[config.mk]
export PLATFORM = sky130hd
export DESIGN_NAME = param_serial_adder
export DESIGN_NICKNAME = d
export VERILOG_FILES = /design/src/rtl/adder_pkg.sv /design/src/rtl/serial_shift_reg.sv /design/src/rtl/param_serial_adder.sv
export SDC_FILE = /design/constraint.sdc
export NUM_CORES = 1
export LEC_CHECK = 0
export ABC_AREA = 1
export CAP_MARGIN = 10
export CELL_PAD_IN_SITES_DETAIL_PLACEMENT = 1
export CELL_PAD_IN_SITES_GLOBAL_PLACEMENT = 2
export CORE_UTILIZATION = 33
export DETAILED_ROUTE_END_ITERATION = 6
export PLACE_DENSITY = 0.84
export RECOVER_POWER = 100
export SLEW_MARGIN = 25
export SYNTH_ARGS = -nofsm -noshare
export SYNTH_HDL_FRONTEND = slang
export SYNTH_SLANG_ARGS = --single-unit
[constraint.sdc]
create_clock -name clk -period 2 [get_ports clk]
set_clock_uncertainty 0.1 [all_clocks]
set_input_delay 0.5 -clock clk [delete_from_list [all_inputs] [get_ports clk]]
set_output_delay 0.5 -clock clk [all_outputs]
set_load 0.01 [all_outputs]
[src/rtl/adder_pkg.sv]
// Shared definitions for the serial adder/subtractor.
//   state_e       : controller states (IDLE, LOAD, CALC, SEND)
//   MODE_ADD/SUB  : encoding of mode_i (0 = A+B, 1 = A-B)
//   DEFAULT_WIDTH : default operand width
package adder_pkg;

    typedef enum logic [1:0] {
        IDLE = 2'd0,
        LOAD = 2'd1,
        CALC = 2'd2,
        SEND = 2'd3
    } state_e;

    localparam logic MODE_ADD      = 1'b0;
    localparam logic MODE_SUB      = 1'b1;
    localparam int   DEFAULT_WIDTH = 2;

endpackage

[src/rtl/serial_shift_reg.sv]
// LSB-first parallel-in / serial-out shift register.
//   clk, rst : clock, asynchronous active-high reset
//   load_i   : load data_i (has priority over shift_i)
//   data_i   : parallel word to serialise
//   shift_i  : shift right by one, zero filling from the top
//   sout_o   : current LSB
module serial_shift_reg #(
    parameter int W = 3
) (
    input  logic         clk,
    input  logic         rst,
    input  logic         load_i,
    input  logic [W-1:0] data_i,
    input  logic         shift_i,
    output logic         sout_o
);

    logic [W-1:0] sr_q;

    always_ff @(posedge clk or posedge rst) begin
        if (rst) begin
            sr_q <= '0;
        end else if (load_i) begin
            sr_q <= data_i;
        end else if (shift_i) begin
            sr_q <= {1'b0, sr_q[W-1:1]};
        end
    end

    assign sout_o = sr_q[0];

endmodule

[src/rtl/param_serial_adder.sv]
// Bit-serial adder/subtractor. Operands arrive LSB first over WIDTH
// consecutive en_i cycles; the WIDTH+1-bit result leaves LSB first over
// WIDTH+1 consecutive en_o cycles.
//   clk, rst  : clock, asynchronous active-high reset
//   en_i      : operand bit valid
//   ina, inb  : operand A / B bit
//   mode_i    : 0 = A+B, 1 = A-B (sampled with bit 0 only)
//   en_o, out : result valid / result bit (out is 0 while en_o=0)
//   busy_o    : controller not in IDLE
//   err_o     : one-cycle pulse on aborted load or en_i while computing/sending
module param_serial_adder
    import adder_pkg::*;
#(
    parameter int WIDTH = DEFAULT_WIDTH
) (
    input  logic clk,
    input  logic rst,
    input  logic en_i,
    input  logic ina,
    input  logic inb,
    input  logic mode_i,
    output logic en_o,
    output logic out,
    output logic busy_o,
    output logic err_o
);

    localparam int             CW       = $clog2(WIDTH + 1);
    localparam logic [CW-1:0] LAST_IN  = CW'(WIDTH - 1);
    localparam logic [CW-1:0] LAST_OUT = CW'(WIDTH);

    state_e             state_q;
    logic [CW-1:0]      cnt_q;
    logic [WIDTH-1:0]   a_q, b_q;
    logic               mode_q;
    logic               en_q, out_q, busy_q, err_q;

    logic [WIDTH:0]     res_d;
    logic [WIDTH-1:0]   a_bit_d, b_bit_d;
    logic               sh_load, sh_shift, sh_bit;
    logic               send_done;

    // Operand bit placed at the counter position, OR-ed into the register.
    assign a_bit_d = WIDTH'(ina) << cnt_q;
    assign b_bit_d = WIDTH'(inb) << cnt_q;

    // Zero-extended arithmetic; subtraction wraps mod 2^(WIDTH+1) so an
    // underflow shows up as result[WIDTH]=1.
    always_comb begin
        res_d = {1'b0, a_q} + {1'b0, b_q};
        if (mode_q == MODE_SUB) begin
            res_d = {1'b0, a_q} - {1'b0, b_q};
        end
    end

    // en_q marks that bit 0 is already out, so the counter only advances
    // from the second SEND edge; bit WIDTH is out once it reads WIDTH.
    assign send_done = en_q && (cnt_q == LAST_OUT);
    assign sh_load   = (state_q == CALC);
    assign sh_shift  = (state_q == SEND) && !send_done;

    serial_shift_reg #(.W(WIDTH + 1)) u_ser (
        .clk     (clk),
        .rst     (rst),
        .load_i  (sh_load),
        .data_i  (res_d),
        .shift_i (sh_shift),
        .sout_o  (sh_bit)
    );

    always_ff @(posedge clk or posedge rst) begin
        if (rst) begin
            state_q <= IDLE;
            cnt_q   <= '0;
            a_q     <= '0;
            b_q     <= '0;
            mode_q  <= 1'b0;
            en_q    <= 1'b0;
            out_q   <= 1'b0;
            busy_q  <= 1'b0;
            err_q   <= 1'b0;
        end else begin
            err_q <= 1'b0;
            case (state_q)
                IDLE: begin
                    en_q  <= 1'b0;
                    out_q <= 1'b0;
                    if (en_i) begin
                        a_q     <= {{(WIDTH-1){1'b0}}, ina};
                        b_q     <= {{(WIDTH-1){1'b0}}, inb};
                        mode_q  <= mode_i;
                        cnt_q   <= CW'(1);
                        busy_q  <= 1'b1;
                        state_q <= LOAD;
                    end
                end
                LOAD: begin
                    if (en_i) begin
                        a_q    <= a_q | a_bit_d;
                        b_q    <= b_q | b_bit_d;
                        busy_q <= 1'b1;
                        if (cnt_q == LAST_IN) begin
                            cnt_q   <= '0;
                            state_q <= CALC;
                        end else begin
                            cnt_q <= cnt_q + CW'(1);
                        end
                    end else begin
                        // Operand stream broke: drop the partial operands.
                        a_q     <= '0;
                        b_q     <= '0;
                        cnt_q   <= '0;
                        busy_q  <= 1'b0;
                        err_q   <= 1'b1;
                        state_q <= IDLE;
                    end
                end
                CALC: begin
                    if (en_i) err_q <= 1'b1;
                    cnt_q   <= '0;
                    state_q <= SEND;
                end
                SEND: begin
                    if (en_i) err_q <= 1'b1;
                    if (send_done) begin
                        en_q    <= 1'b0;
                        out_q   <= 1'b0;
                        busy_q  <= 1'b0;
                        cnt_q   <= '0;
                        a_q     <= '0;
                        b_q     <= '0;
                        state_q <= IDLE;
                    end else begin
                        en_q  <= 1'b1;
                        out_q <= sh_bit;
                        if (en_q) cnt_q <= cnt_q + CW'(1);
                    end
                end
                default: state_q <= IDLE;
            endcase
        end
    end

    assign en_o   = en_q;
    assign out    = out_q;
    assign busy_o = busy_q;
    assign err_o  = err_q;

endmodule

==> impl_metrics.json <==
{
  "grt.busiest_layer": "met2",
  "whs_ns": 0.384,
  "htreeDepth": 1,
  "leakage_nw": 0.573,
  "ir_worst_vdd_uv": 682,
  "cts_sinks": 16,
  "drive_gt1_frac": 0.0992,
  "path_buf_inv": 1,
  "worstHoldEndpoint": "out",
  "fp.dieW_um": 56.1,
  "num_vias": 831,
  "synthCells": 117,
  "crit_required_ns": 1.40,
  "tns_ns": 0,
  "io_pins": 10,
  "final_util": 0.401,
  "grt_pass1_vias": 847,
  "grt_overflow": 0,
  "synth.avg_cell_area_um2": 8.27,
  "synth_area_leaders": "dfrtp_1, nand2_1, ha_1, inv_1, nand3_1",
  "antenna_found_initial": 0,
  "crit_path_end_kind": "output port",
  "totalWireLength_um": 2210,
  "min_path_type": "flip-flop to flip-flop",
  "port_buffers": 9,
  "synth.top_cell.area_share": 0.414,
  "viasPerCell": 5.13,
  "ctsHoldBuffers": 0,
  "grtUsageMet3": 0.0209,
  "setup_violations": 0,
  "grt_pass1_wl_um": 3910,
  "place.gp.congestion": 0.760,
  "slowest_stage": "clkdlybuf4s50_1",
  "worstPathArrival_ns": 1.27,
  "place_area_mm2": 0.00111,
  "drv_slew": 0,
  "yosysWarningCount": 0,
  "period_minus_slack_ns": 1.87,
  "drcViolationCount": 0,
  "cp_cell_sequence": "clkdlybuf4s50_1",
  "clockBufferDepth": 2,
  "swShare": 0.459,
  "drt_iter0_drc": 17,
  "seqPwrFrac": 0.360,
  "regToRegStartpoint": "b_q[1]",
  "wl_per_cell_um": 13.7,
  "insertion_delay_ns": 0.29,
  "cts.repair.resized": 0,
  "crit_family": "buffers and inverters",
  "initial_core_util": 0.351,
  "synth_top_area_cell": "dfrtp_1",
  "p_sw_mw": 0.719,
  "dieArea_mm2": 0.00315,
  "worstHoldPathCells": 2,
  "grt.met1_usage": 0.229,
  "fin_nets": 147,
  "track_usage": 0.163,
  "worst_slew_pin_slew_ns": 0.915,
  "cts_made_buffers": 3,
  "post_cts_buffers": 0,
  "critPathLaunchType": "flip-flop",
  "drtPass1Iterations": 4,
  "hold_start": "out",
  "r2r_cells": 6,
  "ys_types": 24,
  "max_stage_delay_ns": 0.56,
  "max_freq_mhz": 534,
  "rr_endpoint": "u_ser.sr_q[1]",
  "diodes": 0,
  "grt_use_met2": 0.255,
  "outcome": "finished clean",
  "clkPwrFrac": 0.107,
  "core_mm2": 0.00276,
  "grt_max_degree": 17,
  "max_cap_viol_count": 0,
  "p_int_mw": 0.848,
  "netlist_area_um2": 967,
  "dp_hpwl_um": 1780,
  "stdcell_area_mm2": 0.00111,
  "synth-seq-area-share": 0.414,
  "area_growth_pct": 14.4,
  "hold_viol": 0,
  "comb_power_share": 0.533,
  "synth_nets": 131,
  "crit_type": "flip-flop to output port",
  "cp_max_fo": 4,
  "dieHeight_um": 56.1,
  "row_count": 19,
  "slew-limit-headroom": 0.390,
  "ant_nets": 0,
  "ys_ff_latch": 16,
  "reg2reg_slack_ns": 0.19,
  "period_share": 0.937,
  "cts_tree": "done",
  "cts-root-buf": "clkbuf_4",
  "power.density_mw_per_mm2": 1420,
  "path_clk_slew_ns": 0.08,
  "rsz0062_at_grt": "false"
}
## cells by family (layout without fill, tap and decap cells)
kind of cell    count (synthesis)  count (layout)  share of synthesized area
simple gates                   52              52                      0.265
compound gates                 20              20                      0.123
buf+inv                        20              34                     0.0776
flops                          16              16                      0.414
fa+ha+maj                       8               8                      0.111
xor+xnor                        1               1                    0.00906
## worst max path at each step
stage               startpoint             to  slack [ns]  cells after the start
floorplan               b_q[0]  u_ser.sr_q[1]        0.33                      6
global placement        b_q[0]  u_ser.sr_q[1]        0.21                      6
detailed placement        en_i      flip-flop        0.13                      8
CTS                       en_o           en_o        0.10                      1
global route            b_q[1]  u_ser.sr_q[1]        0.05                      6
finish                    en_o           en_o        0.13                      1
## cell type report
| cell class | instances | area, µm² |
|---|---|---|
| fill | 344 | 1650 |
| timing repair buffer | 11 | 101 |
| inverter | 20 | 75.1 |
| clock buffer | 3 | 22.5 |
| tap | 31 | 38.8 |
| sequential | 16 | 400 |
| multi-input combinational | 81 | 468 |
## cell usage after synthesis
master     n
o21ai_2    2
inv_1     16
ha_1       7
o211ai_1   1
fa_1       1
nand3_1    8
nand4_1    2
o22ai_1    1
a31oi_1    1
nor2_2     1
o21ai_1    5
a21oi_2    1
o21bai_1   1
a21oi_1    2
inv_2      4
nand2_2    1
dfrtp_1   16
nor2_4     1
nand3_2    3
xor2_1     1
o21ai_0    6
nand2_4    2
nor2_1     4
nand2_1   30
## power by group through the flow
stage          Clock, mW  Combinational, mW  Sequential (mW)
2_1_floorplan          0              0.626            0.558
3_3_place_gp           0              0.873            0.565
3_5_place_dp           0              0.894            0.572
4_1_cts            0.176              0.902            0.566
5_1_grt            0.192              0.964            0.584
6_report           0.168              0.835            0.564
## routing by layer
layer | vias to the layer above | share of wire
met2 | 7 | 0.48
met5 | - | 0
met3 | 4 | 0.021
li1 | 405 | -
met4 | 0 | 0.013
met1 | 415 | 0.48
## per-stage QoR
| stage | cells | setup WS [ns] | power [mW] |
|---|---|---|---|
| finish | 162 | 0.126 | 1.57 |
| detailed placement | 159 | 0.134 | 1.47 |
| global route | 162 | 0.0499 | 1.74 |
| global placement | 159 | 0.211 | 1.44 |
| floorplan | 117 | 0.328 | 1.18 |
| CTS | 162 | 0.104 | 1.64 |
## worst min-delay path, stage by stage (launching register included)
cell     delay, ns
dfrtp_1       0.34
nand2_1       0.04
o21ai_0       0.06
## sequential cells by signal, indices dropped and copies added (netlist names), 2 cells and up, named ones only
| register | count |
|---|---|
| u_ser.sr_q | 3 |
| a_q | 2 |
| b_q | 2 |
| cnt_q | 2 |
## cells in the final DEF (no fill, tap or decap), drive strengths merged
| cell type | netlist | routed |
|---|---|---|
| nand2 | 33 | 33 |
| inv | 20 | 20 |
| dfrtp | 16 | 16 |
| o21ai | 13 | 13 |
| nand3 | 11 | 11 |
| ha | 7 | 7 |
| nor2 | 6 | 6 |
| dlygate4sd3 | 0 | 5 |
| clkdlybuf4s50 | 0 | 4 |
| clkbuf | 0 | 4 |
| a21oi | 3 | 3 |
| nand4 | 2 | 2 |
| o211ai | 1 | 1 |
| xor2 | 1 | 1 |
| o22ai | 1 | 1 |
| a31oi | 1 | 1 |
| o21bai | 1 | 1 |
| fa | 1 | 1 |
| buf | 0 | 1 |
Power figures use the tool's default switching activity.
